--- config.mk ---
export PLATFORM = sky130hd
export DESIGN_NAME = aes_in_loader
export DESIGN_NICKNAME = d
export VERILOG_FILES = /design/src/rtl/aes_pkg.sv /design/src/rtl/valid_delay.sv /design/src/rtl/aes_in_loader.sv
export SDC_FILE = /design/constraint.sdc
export NUM_CORES = 1
export LEC_CHECK = 0
export CORE_AREA = 2 2 214 216
export DETAILED_ROUTE_END_ITERATION = 7
export DIE_AREA = 0 0 216 218
export SLEW_MARGIN = 10
export SYNTH_ARGS = -nofsm -noshare
export SYNTH_HDL_FRONTEND = slang
export SYNTH_HIERARCHICAL = 1
export SYNTH_SLANG_ARGS = --single-unit
--- constraint.sdc ---
create_clock -name clk -period 4 [get_ports clk]
set_clock_uncertainty 0.1 [all_clocks]
set_input_delay 0.6 -clock clk [delete_from_list [all_inputs] [get_ports clk]]
set_output_delay 0.6 -clock clk [all_outputs]
set_load 0.1 [all_outputs]
--- src/rtl/aes_pkg.sv ---
// Shared definitions for the AES input loader: block geometry, FSM
// encoding and the word-insert helper used when assembling blocks.
package aes_pkg;

  localparam int unsigned WORDS   = 4;
  localparam int unsigned WORD_W  = 32;
  localparam int unsigned BLOCK_W = WORDS * WORD_W;
  localparam int unsigned IDX_W   = $clog2(WORDS);

  localparam logic [IDX_W-1:0] FIRST_IDX = IDX_W'(0);
  localparam logic [IDX_W-1:0] LAST_IDX  = IDX_W'(WORDS - 1);
  localparam logic [IDX_W-1:0] IDX_ONE   = IDX_W'(1);

  // FSM encoding kept as plain constants so older code can share it.
  localparam logic [1:0] ST_LOAD_KEY   = 2'd0;
  localparam logic [1:0] ST_LOAD_STATE = 2'd1;
  localparam logic [1:0] ST_ISSUE      = 2'd2;

  // Word n lands at bits [BLOCK_W-1-WORD_W*n -: WORD_W] (MSW first).
  function automatic logic [BLOCK_W-1:0] put_word(
    input logic [BLOCK_W-1:0] blk,
    input logic [IDX_W-1:0]   idx,
    input logic [WORD_W-1:0]  word
  );
    logic [BLOCK_W-1:0] res;
    res = blk;
    res[(BLOCK_W - 1) - (WORD_W * int'(idx)) -: WORD_W] = word;
    return res;
  endfunction

endpackage

--- src/rtl/valid_delay.sv ---
// Generic valid-tag delay line: a DEPTH-stage shift register that
// reproduces valid_i DEPTH edges later on valid_o.
module valid_delay #(
  parameter int unsigned DEPTH = 11
) (
  input  logic clk_i,
  input  logic rst_i,
  input  logic valid_i,
  output logic valid_o
);

  logic [DEPTH-1:0] tag_q;
  logic [DEPTH-1:0] tag_d;
  logic [DEPTH:0]   shift_s;

  // Next tag vector: shift the new valid bit in at the bottom.
  always_comb begin
    shift_s = {tag_q, valid_i};
    tag_d   = shift_s[DEPTH-1:0];
  end

  // Tag register with synchronous clear.
  always_ff @(posedge clk_i) begin
    if (rst_i) begin
      tag_q <= '0;
    end else begin
      tag_q <= tag_d;
    end
  end

  assign valid_o = tag_q[DEPTH-1];

endmodule

--- src/rtl/aes_in_loader.sv ---
// Assembles a 32-bit word stream into key/state blocks for a fixed-latency
// AES-128 core, tags issued blocks through the core latency and captures
// the matching ciphertext. A held key can be reused to skip key loading.
module aes_in_loader
  import aes_pkg::*;
#(
  parameter int unsigned LATENCY = 11
) (
  input  logic                          clk,
  input  logic                          rst,
  input  logic [31:0]                   s_data,
  input  logic                          s_valid,
  output logic                          s_ready,
  input  logic                          s_key_reuse,
  output logic [127:0]                  core_state,
  output logic [127:0]                  core_key,
  output logic                          core_issue,
  input  logic [127:0]                  core_out,
  output logic [127:0]                  out_data,
  output logic                          out_valid,
  output logic [$clog2(LATENCY+2)-1:0]  in_flight
);

  localparam int unsigned CNT_W = $clog2(LATENCY + 2);
  localparam logic [CNT_W-1:0] CNT_MAX  = {CNT_W{1'b1}};
  localparam logic [CNT_W-1:0] CNT_ZERO = {CNT_W{1'b0}};
  localparam logic [CNT_W-1:0] CNT_ONE  = {{(CNT_W-1){1'b0}}, 1'b1};

  logic [1:0]         fsm_q, fsm_d;
  logic [IDX_W-1:0]   idx_q, idx_d;
  logic               key_held_q, key_held_d;
  logic [BLOCK_W-1:0] state_q, state_d;
  logic [BLOCK_W-1:0] key_q, key_d;
  logic               issue_q, issue_d;
  logic               ready_q, ready_d;
  logic [BLOCK_W-1:0] out_data_q, out_data_d;
  logic               out_valid_q, out_valid_d;
  logic [CNT_W-1:0]   cnt_q, cnt_d;
  logic               xfer_s;
  logic               tag_last_s;

  assign xfer_s = s_valid & ready_q;

  // Word loading FSM: key words, then state words, then a one-cycle issue.
  always_comb begin
    fsm_d      = fsm_q;
    idx_d      = idx_q;
    key_held_d = key_held_q;
    state_d    = state_q;
    key_d      = key_q;
    case (fsm_q)
      ST_LOAD_KEY: begin
        if (xfer_s) begin
          if ((idx_q == FIRST_IDX) && s_key_reuse && key_held_q) begin
            // Reuse: the first word already belongs to the state.
            state_d = put_word(state_q, FIRST_IDX, s_data);
            idx_d   = IDX_ONE;
            fsm_d   = ST_LOAD_STATE;
          end else begin
            key_d = put_word(key_q, idx_q, s_data);
            if (idx_q == LAST_IDX) begin
              key_held_d = 1'b1;
              idx_d      = FIRST_IDX;
              fsm_d      = ST_LOAD_STATE;
            end else begin
              idx_d = idx_q + IDX_ONE;
            end
          end
        end else begin
          fsm_d = fsm_q;
        end
      end
      ST_LOAD_STATE: begin
        if (xfer_s) begin
          state_d = put_word(state_q, idx_q, s_data);
          if (idx_q == LAST_IDX) begin
            idx_d = FIRST_IDX;
            fsm_d = ST_ISSUE;
          end else begin
            idx_d = idx_q + IDX_ONE;
          end
        end else begin
          fsm_d = fsm_q;
        end
      end
      ST_ISSUE: begin
        fsm_d = ST_LOAD_KEY;
        idx_d = FIRST_IDX;
      end
      default: begin
        fsm_d = ST_LOAD_KEY;
        idx_d = FIRST_IDX;
      end
    endcase
    // Handshake and issue flags are registered views of the next state.
    issue_d = (fsm_d == ST_ISSUE);
    ready_d = (fsm_d != ST_ISSUE);
  end

  // Output capture and saturating in-flight count.
  always_comb begin
    out_valid_d = tag_last_s;
    if (tag_last_s) begin
      out_data_d = core_out;
    end else begin
      out_data_d = out_data_q;
    end
    case ({issue_q, out_valid_q})
      2'b10: begin
        if (cnt_q == CNT_MAX) begin
          cnt_d = cnt_q;
        end else begin
          cnt_d = cnt_q + CNT_ONE;
        end
      end
      2'b01: begin
        if (cnt_q == CNT_ZERO) begin
          cnt_d = cnt_q;
        end else begin
          cnt_d = cnt_q - CNT_ONE;
        end
      end
      default: cnt_d = cnt_q;
    endcase
  end

  // State registers; reset wins over any word transfer in the same cycle.
  always_ff @(posedge clk) begin
    if (rst) begin
      fsm_q       <= ST_LOAD_KEY;
      idx_q       <= FIRST_IDX;
      key_held_q  <= 1'b0;
      state_q     <= '0;
      key_q       <= '0;
      issue_q     <= 1'b0;
      ready_q     <= 1'b1;
      out_data_q  <= '0;
      out_valid_q <= 1'b0;
      cnt_q       <= CNT_ZERO;
    end else begin
      fsm_q       <= fsm_d;
      idx_q       <= idx_d;
      key_held_q  <= key_held_d;
      state_q     <= state_d;
      key_q       <= key_d;
      issue_q     <= issue_d;
      ready_q     <= ready_d;
      out_data_q  <= out_data_d;
      out_valid_q <= out_valid_d;
      cnt_q       <= cnt_d;
    end
  end

  // Issue tags travel alongside the core pipeline.
  valid_delay #(
    .DEPTH(LATENCY)
  ) u_tag (
    .clk_i  (clk),
    .rst_i  (rst),
    .valid_i(issue_q),
    .valid_o(tag_last_s)
  );

  assign s_ready    = ready_q;
  assign core_state = state_q;
  assign core_key   = key_q;
  assign core_issue = issue_q;
  assign out_data   = out_data_q;
  assign out_valid  = out_valid_q;
  assign in_flight  = cnt_q;

endmodule
==> results.md, run 1 <==
- Share of the synthesized area in the top cell type: 54.5%
- Leakage Power: 7.34 nW
- Core area: 44900 um^2
- Endpoint, Worst Hold: u_tag/tag_q[6]
- Post-DP HPWL: 39200 um
- Fmax: 340 MHz
- Crit end category: output port
- # hold bufs at CTS: 0
- Layout cell share with drive strength beyond 1: 8.55%
- Reg-to-Reg End: core_key[35]
- CTS resizes: 0
- PortBufs: 554
- Vias per Instance: 4.97
- Post-CTS setup buffer count: 0
- # setup viols final: 0
- Post-synth top cells: 407 x dfxtp_1, 231 x nand3_1, 229 x nand2_1, 228 x a21oi_1, 143 x nor2_1
- Post-synthesis sequential area ratio: 54.5%
- R2r worst-path depth: 6
- Setup TNS: 0 ns
- Switching fraction of total power: 24.2%
- HP Start: u_tag/tag_q[5]
- I/O pin count: 555
- RSZ-0062 raised after global routing: no
- Hold slack: 0.335 ns
- Unique masters post-synth: 42
- CTS tree: done
- DRC violations left: 0
- Avg Inst Size Synth: 9.01 um^2
- Netlist Area Pre-Place: 15000 um^2
- Row cnt: 78
- Most numerous cell in the Yosys netlist: dfxtp_1
- Clk Latency, worst-skew pair: 0.56 ns
- Status: finished, final reports clean
- Final period utilization: 73.6%
- Inserted Diodes: 0
- Vias in the first global route: 13240
- Pins Over Slew Limit: 0
- Chip Height: 218 um
- Largest net degree at the start of global routing: 112
- Global-route wire length before repair: 84800 um
- Post-synthesis net count: 1831
- WL final: 57500 um
- Register bit total from synthesis: 407
- Delay of the slowest critical-path stage: 1.25 ns
- Area contributors post-synth: dfxtp_1 54%, mux2i_1 8.6%, nand3_1 7.7%
- CP required: 3.30 ns
- Routed wire per std cell: 20.9 um
- Total number of vias: 13680
- Synth Warn #: 6
- CP startpoint kind: register
- Slowest stage cell, crit path: clkdlybuf4s50_1
- Worst R2R Setup Slack: 1.30 ns
- Final hold vios: 0
- Sequential share of power: 43.7%
- Area Growth Syn to Fin: 49.9%
- Total grt overflow: 0
- Number of CTS-inserted buffers: 46
- Int Power: 7.12 mW
- Die X: 216 um
- Critical path type: reg2out
- Post-synth top area cell: dfxtp_1
- Worst vdd ir: 0.357 mV
- Clk buf depth: 3
- Sum of buffers and inverters on the critical path: 1
- Fin nets: 2287
- Clock Sink Count: 407
- Synth async-reset ratio: 0%
- EDFF count, synth: 0
- Combinational power share: 8.3%
- Placer Congestion: 0.811
- 1st-iter DRT viols: 827
- Tightest Hold Check Type: reg2reg
- H-tree Lvls: 2
- Ys flop type: dfxtp_1
- Max-cap violations: 0
- Full die area: 47100 um^2
- Post-Synthesis Cells: 1660
- Clock share of power: 48.0%
- CTS clk-pin slew, worst paths: 0.06 ns
- Slew headroom: 19.7%
- Worst-path cell chain: clkdlybuf4s50_1
- Slew @ Worst Pin: 1.20 ns
- Fin crit period: 2.94 ns
- Hold Path Stages: 1
- Crit path DAT: 2.24 ns
- Pre-Repair DR Iteration Count: 5
- Initial antenna violation count: 2
- GRT Total Usage: 23.5%
- Root Driver: clkbuf_16
- Initial core utilization: 33.3%
- Switching power total: 2.28 mW
- Antenna viol nets, final: 0
- Fill cells: 4202
- Power per Cell Area: 419 nW/um^2
- Largest delay share family, worst path: buffers and inverters
- R2R Path Start: idx_q[0]
- Crit-path max FO: 6
[stage by stage]
step           cells  utilization, %  setup WS (ns)  area (um^2)  total power [mW]
2_1_floorplan   1660               -           1.43        15000              4.64
3_3_place_gp    2668            46.3           1.14        20800              4.97
3_5_place_dp    2668            46.3           1.06        20800              4.97
4_1_cts         2752            49.9           1.01        22400              9.52
5_1_grt         2752            49.9          0.972        22400              9.72
6_report        2752            49.9           1.06        22400              9.40
[logic make-up after synthesis]
kind of cell | synth area share, %
xor+xnor | 0.0585
mux | 8.71
fa+ha+maj | 0.636
simple gates | 19.9
flops | 54.5
buf+inv | 5.27
compound gates | 10.9
[power groups by stage]
stage          Sequential [mW]  Clock, mW  Combinational (mW)
6_report                  4.11       4.51               0.781
3_3_place_gp              4.19          0               0.776
3_5_place_dp              4.19          0               0.780
2_1_floorplan             4.40          0               0.242
5_1_grt                   4.11       4.80               0.817
4_1_cts                   4.10       4.64               0.785
[cell type report]
type | count | area, um^2 | area share (%)
inverter | 7 | 26.3 | 0.117
clock inverter | 14 | 246 | 1.10
tap | 600 | 751 | 3.35
sequential | 407 | 8150 | 36.4
multi-input combinational | 1074 | 6060 | 27.0
clock buffer | 70 | 1390 | 6.21
timing repair buffer | 580 | 5800 | 25.8
[cells in the final DEF, fill, tap and decap left out, drive strengths merged, types with 12 or more instances in the layout]
master / count
nor2: 173
a22oi: 32
dfxtp: 407
clkbuf: 70
buf: 27
nand3: 231
nand2: 229
mux2i: 129
a21oi: 228
clkdlybuf4s50: 553
nor2b: 12
[worst reg2reg max path, cell delays in order, from the launching register on]
cell	delay (ns)
dfxtp_1	0.51
inv_1	0.22
ha_1	0.32
nand3_1	0.30
nand3_2	0.72
nand2_1	0.31
a21oi_1	0.09
[worst max-delay path by stage]
stage                 start              to  cells after the start
4_1_cts        in_flight[0]    in_flight[0]                      1
6_report       in_flight[1]    in_flight[1]                      1
3_5_place_dp        s_valid  core_state[52]                      5
2_1_floorplan    core_issue    in_flight[3]                      7
5_1_grt        in_flight[0]    in_flight[0]                      1
3_3_place_gp        s_valid  core_state[51]                      5
[routing by layer]
metal,routed length [um],GRT usage (%)
met3,5870,8.98
met1,23000,28.0
met5,27,0
met4,1740,8.26
met2,26900,38.9
[state kept, by name, indices dropped and copies added, names as in the netlist]
register,flops
core_issue,1
core_key,128
core_state,128
fsm_q,2
idx_q,2
in_flight,4
key_held_q,1
out_data,128
out_valid,1
s_ready,1
u_tag/tag_q,11
(Power assumes the default switching activity.)
==> run 2: changes to the inputs <==
--- a/config.mk
+++ b/config.mk
@@ -5,9 +5,9 @@
 export SDC_FILE = /design/constraint.sdc
 export NUM_CORES = 1
 export LEC_CHECK = 0
-export CORE_AREA = 2 2 214 216
+export CORE_AREA = 2 2 217 219
 export DETAILED_ROUTE_END_ITERATION = 7
-export DIE_AREA = 0 0 216 218
+export DIE_AREA = 0 0 219 221
 export SLEW_MARGIN = 10
 export SYNTH_ARGS = -nofsm -noshare
 export SYNTH_HDL_FRONTEND = slang
==> constraint.sdc (replaced) <==
create_clock -name clk -period 2.8 [get_ports clk]
set_clock_uncertainty 0.1 [all_clocks]
set_input_delay 0.42 -clock clk [delete_from_list [all_inputs] [get_ports clk]]
set_output_delay 0.42 -clock clk [all_outputs]
set_load 0.1 [all_outputs]
==> run 2 against run 1 <==
  * Combinational power up 45%
  * Clock-buffer cell count decreased by 2
  * Register-to-register slack worse by 0.95 ns
  * Sequential power up 43%
  * Critical path depth up 6
  * Largest power group unchanged
==> results.md, run 2 (synthesis results as in run 1) <==
- Number of CTS-inserted buffers: 45 (was 46)
- Commonest non-fill, non-tap cell in the layout: buf_4 (was clkdlybuf4s50_1)
- Final period utilization: 87.5%
- R2r worst-path depth: 7 (was 6)
- WL final: 57200 um (was 57500 um)
- Largest net degree at the start of global routing: 84 (was 112)
- Switching power total: 3.27 mW (was 2.28 mW)
- # setup viols final: 0 (unchanged)
- CTS tree: done (unchanged)
- CTS resizes: 0 (unchanged)
- GR Layer Usage met1: 27.5% (was 28.0%)
- HP Start: rst (was u_tag/tag_q[5])
- CTS clk-pin slew, worst paths: 0.06 ns (about the same)
- Fmax: 408 MHz
- I/O pin count: 555 (unchanged)
- Sequential share of power: 45.0% (was 43.7%)
- GRT Total Usage: 22.8% (was 23.5%)
- RSZ-0062 raised after global routing: no (unchanged)
- Leakage Power: 8.21 nW (was 7.34 nW)
- Post-CTS setup buffer count: 0 (unchanged)
- Core area: 46100 um^2 (was 44900 um^2)
- Critical path type: reg2reg (was reg2out)
- Die X: 219 um (was 216 um)
- Worst R2R Setup Slack: 0.35 ns (was 1.30 ns)
- Crit-path max FO: 20 (was 6)
- Pins Over Slew Limit: 0 (unchanged)
- Row cnt: 79 (was 78)
- Met3 Usage GRT: 8.88% (was 8.98%)
- Setup WS post-layout: 0.350 ns (was 1.06 ns)
- Hold Path Stages: 2 (was 1)
- 1st-iter DRT viols: 973 (was 827)
- Status: finished, final reports clean (unchanged)
- Layout cell share with drive strength beyond 1: 27.3% (was 8.55%)
- Commonest non-fill, non-tap cells in the layout: 416 x buf_4, 406 x dfxtp_1, 228 x nand3_1, 228 x nand2_1, 228 x a21oi_1 (was 553 x clkdlybuf4s50_1, 406 x dfxtp_1, 230 x nand3_1)
- Vias per Instance: 4.94 (was 4.97)
- Inserted Diodes: 0 (unchanged)
- H-tree Lvls: 2 (unchanged)
- Max-cap violations: 0 (unchanged)
- Clock share of power: 46.3% (was 48.0%)
- PortBufs: 554 (unchanged)
- Full die area: 48400 um^2 (was 47100 um^2)
- Global-route wire length before repair: 84500 um (was 84800 um)
- Fin nets: 2301 (was 2287)
- Fin crit period: 2.45 ns
- Crit path DAT: 2.86 ns (was 2.24 ns)
- # hold bufs at CTS: 0 (unchanged)
- Tightest Hold Check Type: in2reg (was reg2reg)
- Chip Height: 221 um (was 218 um)
- Setup TNS: 0 ns (unchanged)
- Vias in the first global route: 13278 (was 13240)
- Switching fraction of total power: 25.1% (was 24.2%)
- Worst vdd ir: 0.443 mV (was 0.357 mV)
- Post-DP HPWL: 39700 um (was 39200 um)
- Crit end category: register (was output port)
- Total grt overflow: 0 (unchanged)
- R2R Path Start: idx_q[1] (was idx_q[0])
- Int Power: 9.75 mW (was 7.12 mW)
- Placer Congestion: 0.847 (was 0.811)
- Met2 Use GR: 37.4% (was 38.9%)
- CP startpoint kind: register (unchanged)
- Pre-CTS WS: 0.316 ns (was 1.06 ns)
- Clock Sink Count: 407 (unchanged)
- Reg-to-Reg End: core_state[97] (was core_key[35])
- Initial core utilization: 32.5% (was 33.3%)
- Routed wire per std cell: 20.6 um (was 20.9 um)
- DRC violations left: 0 (unchanged)
- Endpoint, Worst Hold: out_data[108] (was u_tag/tag_q[6])
- Slew headroom: 35.8% (was 19.7%)
- Grt peak-use layer: met2 (unchanged)
- Total number of vias: 13693 (was 13680)
- CP required: 3.21 ns (was 3.30 ns)
- Final hold vios: 0 (unchanged)
- Pre-Repair DR Iteration Count: 5 (unchanged)
- Clk Latency, worst-skew pair: 0.58 ns (was 0.56 ns)
- Hold slack: 0.142 ns (was 0.335 ns)
- Fill cells: 4476 (was 4202)
- Antenna viol nets, final: 0 (unchanged)
- Combinational power share: 8.7% (was 8.3%)
- Slew @ Worst Pin: 0.961 ns (was 1.20 ns)
- Initial antenna violation count: 0 (was 2)
- Area Growth Syn to Fin: 44.4% (was 49.9%)
- Root Driver: clkbuf_16 (unchanged)
- Power per Cell Area: 603 nW/um^2 (was 419 nW/um^2)
- Clk buf depth: 3 (unchanged)
run 2: cell types whose count changed in the layout (fill, tap and decap cells not counted), sizes merged:
| cell | delta |
|---|---|
| buf | +406 |
| bufinv | -3 |
| clkbuf | -2 |
| clkdlybuf4s50 | -391 |
| clkinv | +5 |
| clkinvlp | +1 |
| inv | -1 |
run 2: power by group through the flow:
stage	combinational (mW)	clock (mW)	sequential (mW)
after floorplan	0.346	0	6.28
after global placement	1.13	0	5.99
after detailed placement	1.14	0	5.99
after CTS	1.14	6.17	5.87
after global routing	1.19	6.43	5.87
final	1.13	6.03	5.87
run 2: worst max-delay path by stage:
stage,to,depth (start not counted),slack [ns],start
4_1_cts,core_state[101],7,0.33,idx_q[1]
6_report,core_state[97],7,0.35,idx_q[1]
3_5_place_dp,s_ready,5,0.32,s_valid
3_3_place_gp,s_ready,5,0.37,s_valid
2_1_floorplan,in_flight[3],7,0.23,core_issue
5_1_grt,core_state[103],7,0.18,idx_q[1]
run 2: routing by layer:
layer / vias up / wire length (um)
li1: 6520 / -
met5: - / 0
met2: 571 / 26600
met4: 0 / 1650
met1: 6515 / 22700
met3: 87 / 6320
run 2: worst max-delay path, cell delays in order, from the launching register on:
cell	delay, ns
dfxtp_1	0.41
inv_1	0.24
ha_1	0.30
or3b_1	0.42
a311oi_4	0.32
buf_4	0.39
a22oi_2	0.09
nor2_2	0.10
run 2: final cells by class:
class,instances,area (um^2),share of cell area [%]
flip-flops and latches,407,8150,37.7
clock buffers,68,1320,6.13
repair buffers,595,5080,23.5
well taps,607,759,3.52
inverters,7,26.3,0.122
clock inverters,16,184,0.851
multi-input cells,1074,6080,28.1
run 2: metrics by stage:
stage,cell area (um^2),utilization [%],power [mW],instances
3_5_place_dp,20100,43.6,7.13,2690
2_1_floorplan,15000,-,6.63,1660
5_1_grt,21600,46.9,13.5,2774
3_3_place_gp,20100,43.6,7.13,2690
6_report,21600,46.9,13.0,2774
4_1_cts,21600,46.9,13.2,2774
==> run 3: changes to the inputs <==
--- a/config.mk
+++ b/config.mk
@@ -5,9 +5,13 @@
 export SDC_FILE = /design/constraint.sdc
 export NUM_CORES = 1
 export LEC_CHECK = 0
-export CORE_AREA = 2 2 217 219
+export CELL_PAD_IN_SITES_DETAIL_PLACEMENT = 0
+export CELL_PAD_IN_SITES_GLOBAL_PLACEMENT = 1
+export CORE_ASPECT_RATIO = 0.5
+export CORE_MARGIN = 2
+export CORE_UTILIZATION = 32
 export DETAILED_ROUTE_END_ITERATION = 7
-export DIE_AREA = 0 0 219 221
+export PLACE_DENSITY_LB_ADDON = 0.1
 export SLEW_MARGIN = 10
 export SYNTH_ARGS = -nofsm -noshare
 export SYNTH_HDL_FRONTEND = slang
==> run 3 against run 2 <==
  * Sequential power barely moved
  * Sequential share of layout area up 0.35 points
  * First-iteration DRC count down 11%
  * Non-clock buffer count rose by 7
  * Sequential cell count unchanged
  * Clock power down 9.1%
  * Routed wire length decreased by 2.1%
  * Via count down 3.4%
  * Cell count grew 0.43%
  * Global-route usage shrank 1.0 points
==> results.md, run 3 (synthesis results as in run 1) <==
- DP Area: 20100 um^2 (about the same)
- Core Util, Final: 46.8% (was 46.9%)
- CTS clk-pin slew, worst paths: 0.07 ns (was 0.06 ns)
- Crit path DAT: 2.89 ns (was 2.86 ns)
- Core area: 45700 um^2 (was 46100 um^2)
- RSZ-0062 raised after global routing: no (unchanged)
- DRC violations left: 0 (unchanged)
- Commonest non-fill, non-tap cell in the layout: buf_4 (unchanged)
- Leakage Power: 8.12 nW (was 8.21 nW)
- Routed wire per std cell: 20.1 um (was 20.6 um)
- Chip Height: 157 um (was 221 um)
- Vias per Instance: 4.75 (was 4.94)
- CP required: 3.17 ns (was 3.21 ns)
- Global-route wire length before repair: 81000 um (was 84500 um)
- CTS resizes: 0 (unchanged)
- M1 WL: 23300 um (was 22700 um)
- Max-cap violations: 0 (unchanged)
- Top layer in use: met4 (unchanged)
- Placer Congestion: 0.798 (was 0.847)
- Slowest stage cell, crit path: dfxtp_1 (was or3b_1)
- Layout cell share with drive strength beyond 1: 26.9% (was 27.3%)
- Fin crit period: 2.52 ns (was 2.45 ns)
- Slew headroom: 38.1% (was 35.8%)
- Number of CTS-inserted buffers: 40 (was 45)
- # hold bufs at CTS: 0 (unchanged)
- # setup viols final: 0 (unchanged)
- Slew @ Worst Pin: 0.927 ns (was 0.961 ns)
- Initial core utilization: 32.7% (was 32.5%)
- Post-DP HPWL: 38200 um (was 39700 um)
- Commonest non-fill, non-tap cells in the layout: 427 x buf_4, 406 x dfxtp_1, 229 x nand2_1 (was 416 x buf_4, 406 x dfxtp_1, 228 x nand3_1, 228 x nand2_1, 228 x a21oi_1)
- Delay of the slowest critical-path stage: 0.55 ns (was 0.42 ns)
- Die X: 310 um (was 219 um)
- CP startpoint kind: register (unchanged)
- Status: finished, final reports clean (unchanged)
- WL met2: 27900 um (was 26600 um)
- Tightest Hold Check Type: in2reg (unchanged)
- Critical path type: reg2reg (unchanged)
- Clock Sink Count: 407 (unchanged)
- Crit end category: register (unchanged)
- H-tree Lvls: 2 (unchanged)
- Full die area: 48600 um^2 (was 48400 um^2)
- Initial antenna violation count: 0 (unchanged)
- Row cnt: 55 (was 79)
- 1st-iter DRT viols: 865 (was 973)
- Pre-Repair DR Iteration Count: 5 (unchanged)
- Clk buf depth: 3 (unchanged)
- Setup TNS: 0 ns (unchanged)
- Total grt overflow: 0 (unchanged)
- CTS tree: done (unchanged)
- Fin nets: 2303 (was 2301)
- Crit-path max FO: 20 (unchanged)
- Area Growth Syn to Fin: 43.1% (was 44.4%)
- Fmax: 397 MHz (was 408 MHz)
- Power per Cell Area: 583 nW/um^2 (was 603 nW/um^2)
- Post-Layout Inst Area: 21400 um^2 (was 21600 um^2)
- Worst-path cell chain: inv_1 -> ha_1 -> nand3_1 -> and3_1 -> buf_4 -> nand3_1 -> a21oi_1 (was inv_1 -> ha_1 -> or3b_1 -> a311oi_4 -> buf_4 -> a22oi_2 -> nor2_2)
- Root Driver: clkbuf_16 (unchanged)
- Worst vdd ir: 0.386 mV (was 0.443 mV)
- Met3 wire length: 3440 um (was 6320 um)
- Total number of vias: 13223 (was 13693)
- PortBufs: 554 (unchanged)
- Antenna viol nets, final: 0 (unchanged)
- Inserted Diodes: 0 (unchanged)
- WL final: 56000 um (was 57200 um)
- I/O pin count: 555 (unchanged)
- Cell with the most instances on the worst path: nand3_1
- Vias in the first global route: 12486 (was 13278)
- Final hold vios: 0 (unchanged)
- Clk Latency, worst-skew pair: 0.54 ns (was 0.58 ns)
- Pins Over Slew Limit: 0 (unchanged)
- Final period utilization: 90.1% (was 87.5%)
- Total chip power: 12.5 mW (was 13.0 mW)
- Largest net degree at the start of global routing: 87 (was 84)
- Post-CTS setup buffer count: 0 (unchanged)
- GRT Total Usage: 21.8% (was 22.8%)
==> run 3: metal layers <==
metal  track usage (%)  vias to the layer above
li1                  -                     6532
met1              27.1                     6281
met2              37.9                      329
met3              5.06                       81
met4              5.91                        0
met5                 0                        -
==> run 3: power by group <==
group / switching, mW / internal (mW) / total, mW
logic: 0.792 / 0.356 / 1.15
registers: 0.0313 / 5.83 / 5.86
clock network: 2.33 / 3.15 / 5.48
total: 3.15 / 9.34 / 12.5
==> run 3: through the flow <==
| step | worst slack, ns | cells | hold WS, ns |
|---|---|---|---|
| CTS | 0.315 | 2786 | 0.161 |
| global route | 0.0596 | 2786 | 0.167 |
| detailed placement | 0.324 | 2717 | 0.325 |
| finish | 0.278 | 2786 | 0.178 |
| floorplan | 0.227 | 1660 | 0.315 |
| global placement | 0.297 | 2717 | 0.317 |
==> run 3: final timing paths <==
| kind | slack (ns) | startpoint | endpoint | cells past startpoint |
|---|---|---|---|---|
| max | 0.28 | idx_q[1] | core_key[46] | 7 |
| min | 0.18 | rst | u_tag/tag_q[10] | 2 |
| max reg2reg | 0.28 | idx_q[1] | core_key[46] | 7 |
| min reg2reg | 0.34 | u_tag/tag_q[1] | u_tag/tag_q[2] | 1 |
==> run 3: worst max-delay path: cells and delay by family (launching register included) <==
family | cells | cell delay [ns]
adder cells (fa/ha/maj) | 1 | 0.32
AND/OR/NAND/NOR | 3 | 0.77
AO/OA/AOI/OAI | 1 | 0.16
buffers and inverters | 2 | 0.54
flip-flops | 1 | 0.55
==> run 3: cell type report <==
class | instances | area, um^2
Inverter | 7 | 26.3
Fill cell | 4598 | 24300
Clock buffer | 59 | 1160
Multi-Input combinational cell | 1074 | 6070
Timing Repair Buffer | 602 | 5080
Clock inverter | 10 | 125
Tap cell | 627 | 785
Sequential cell | 407 | 8150
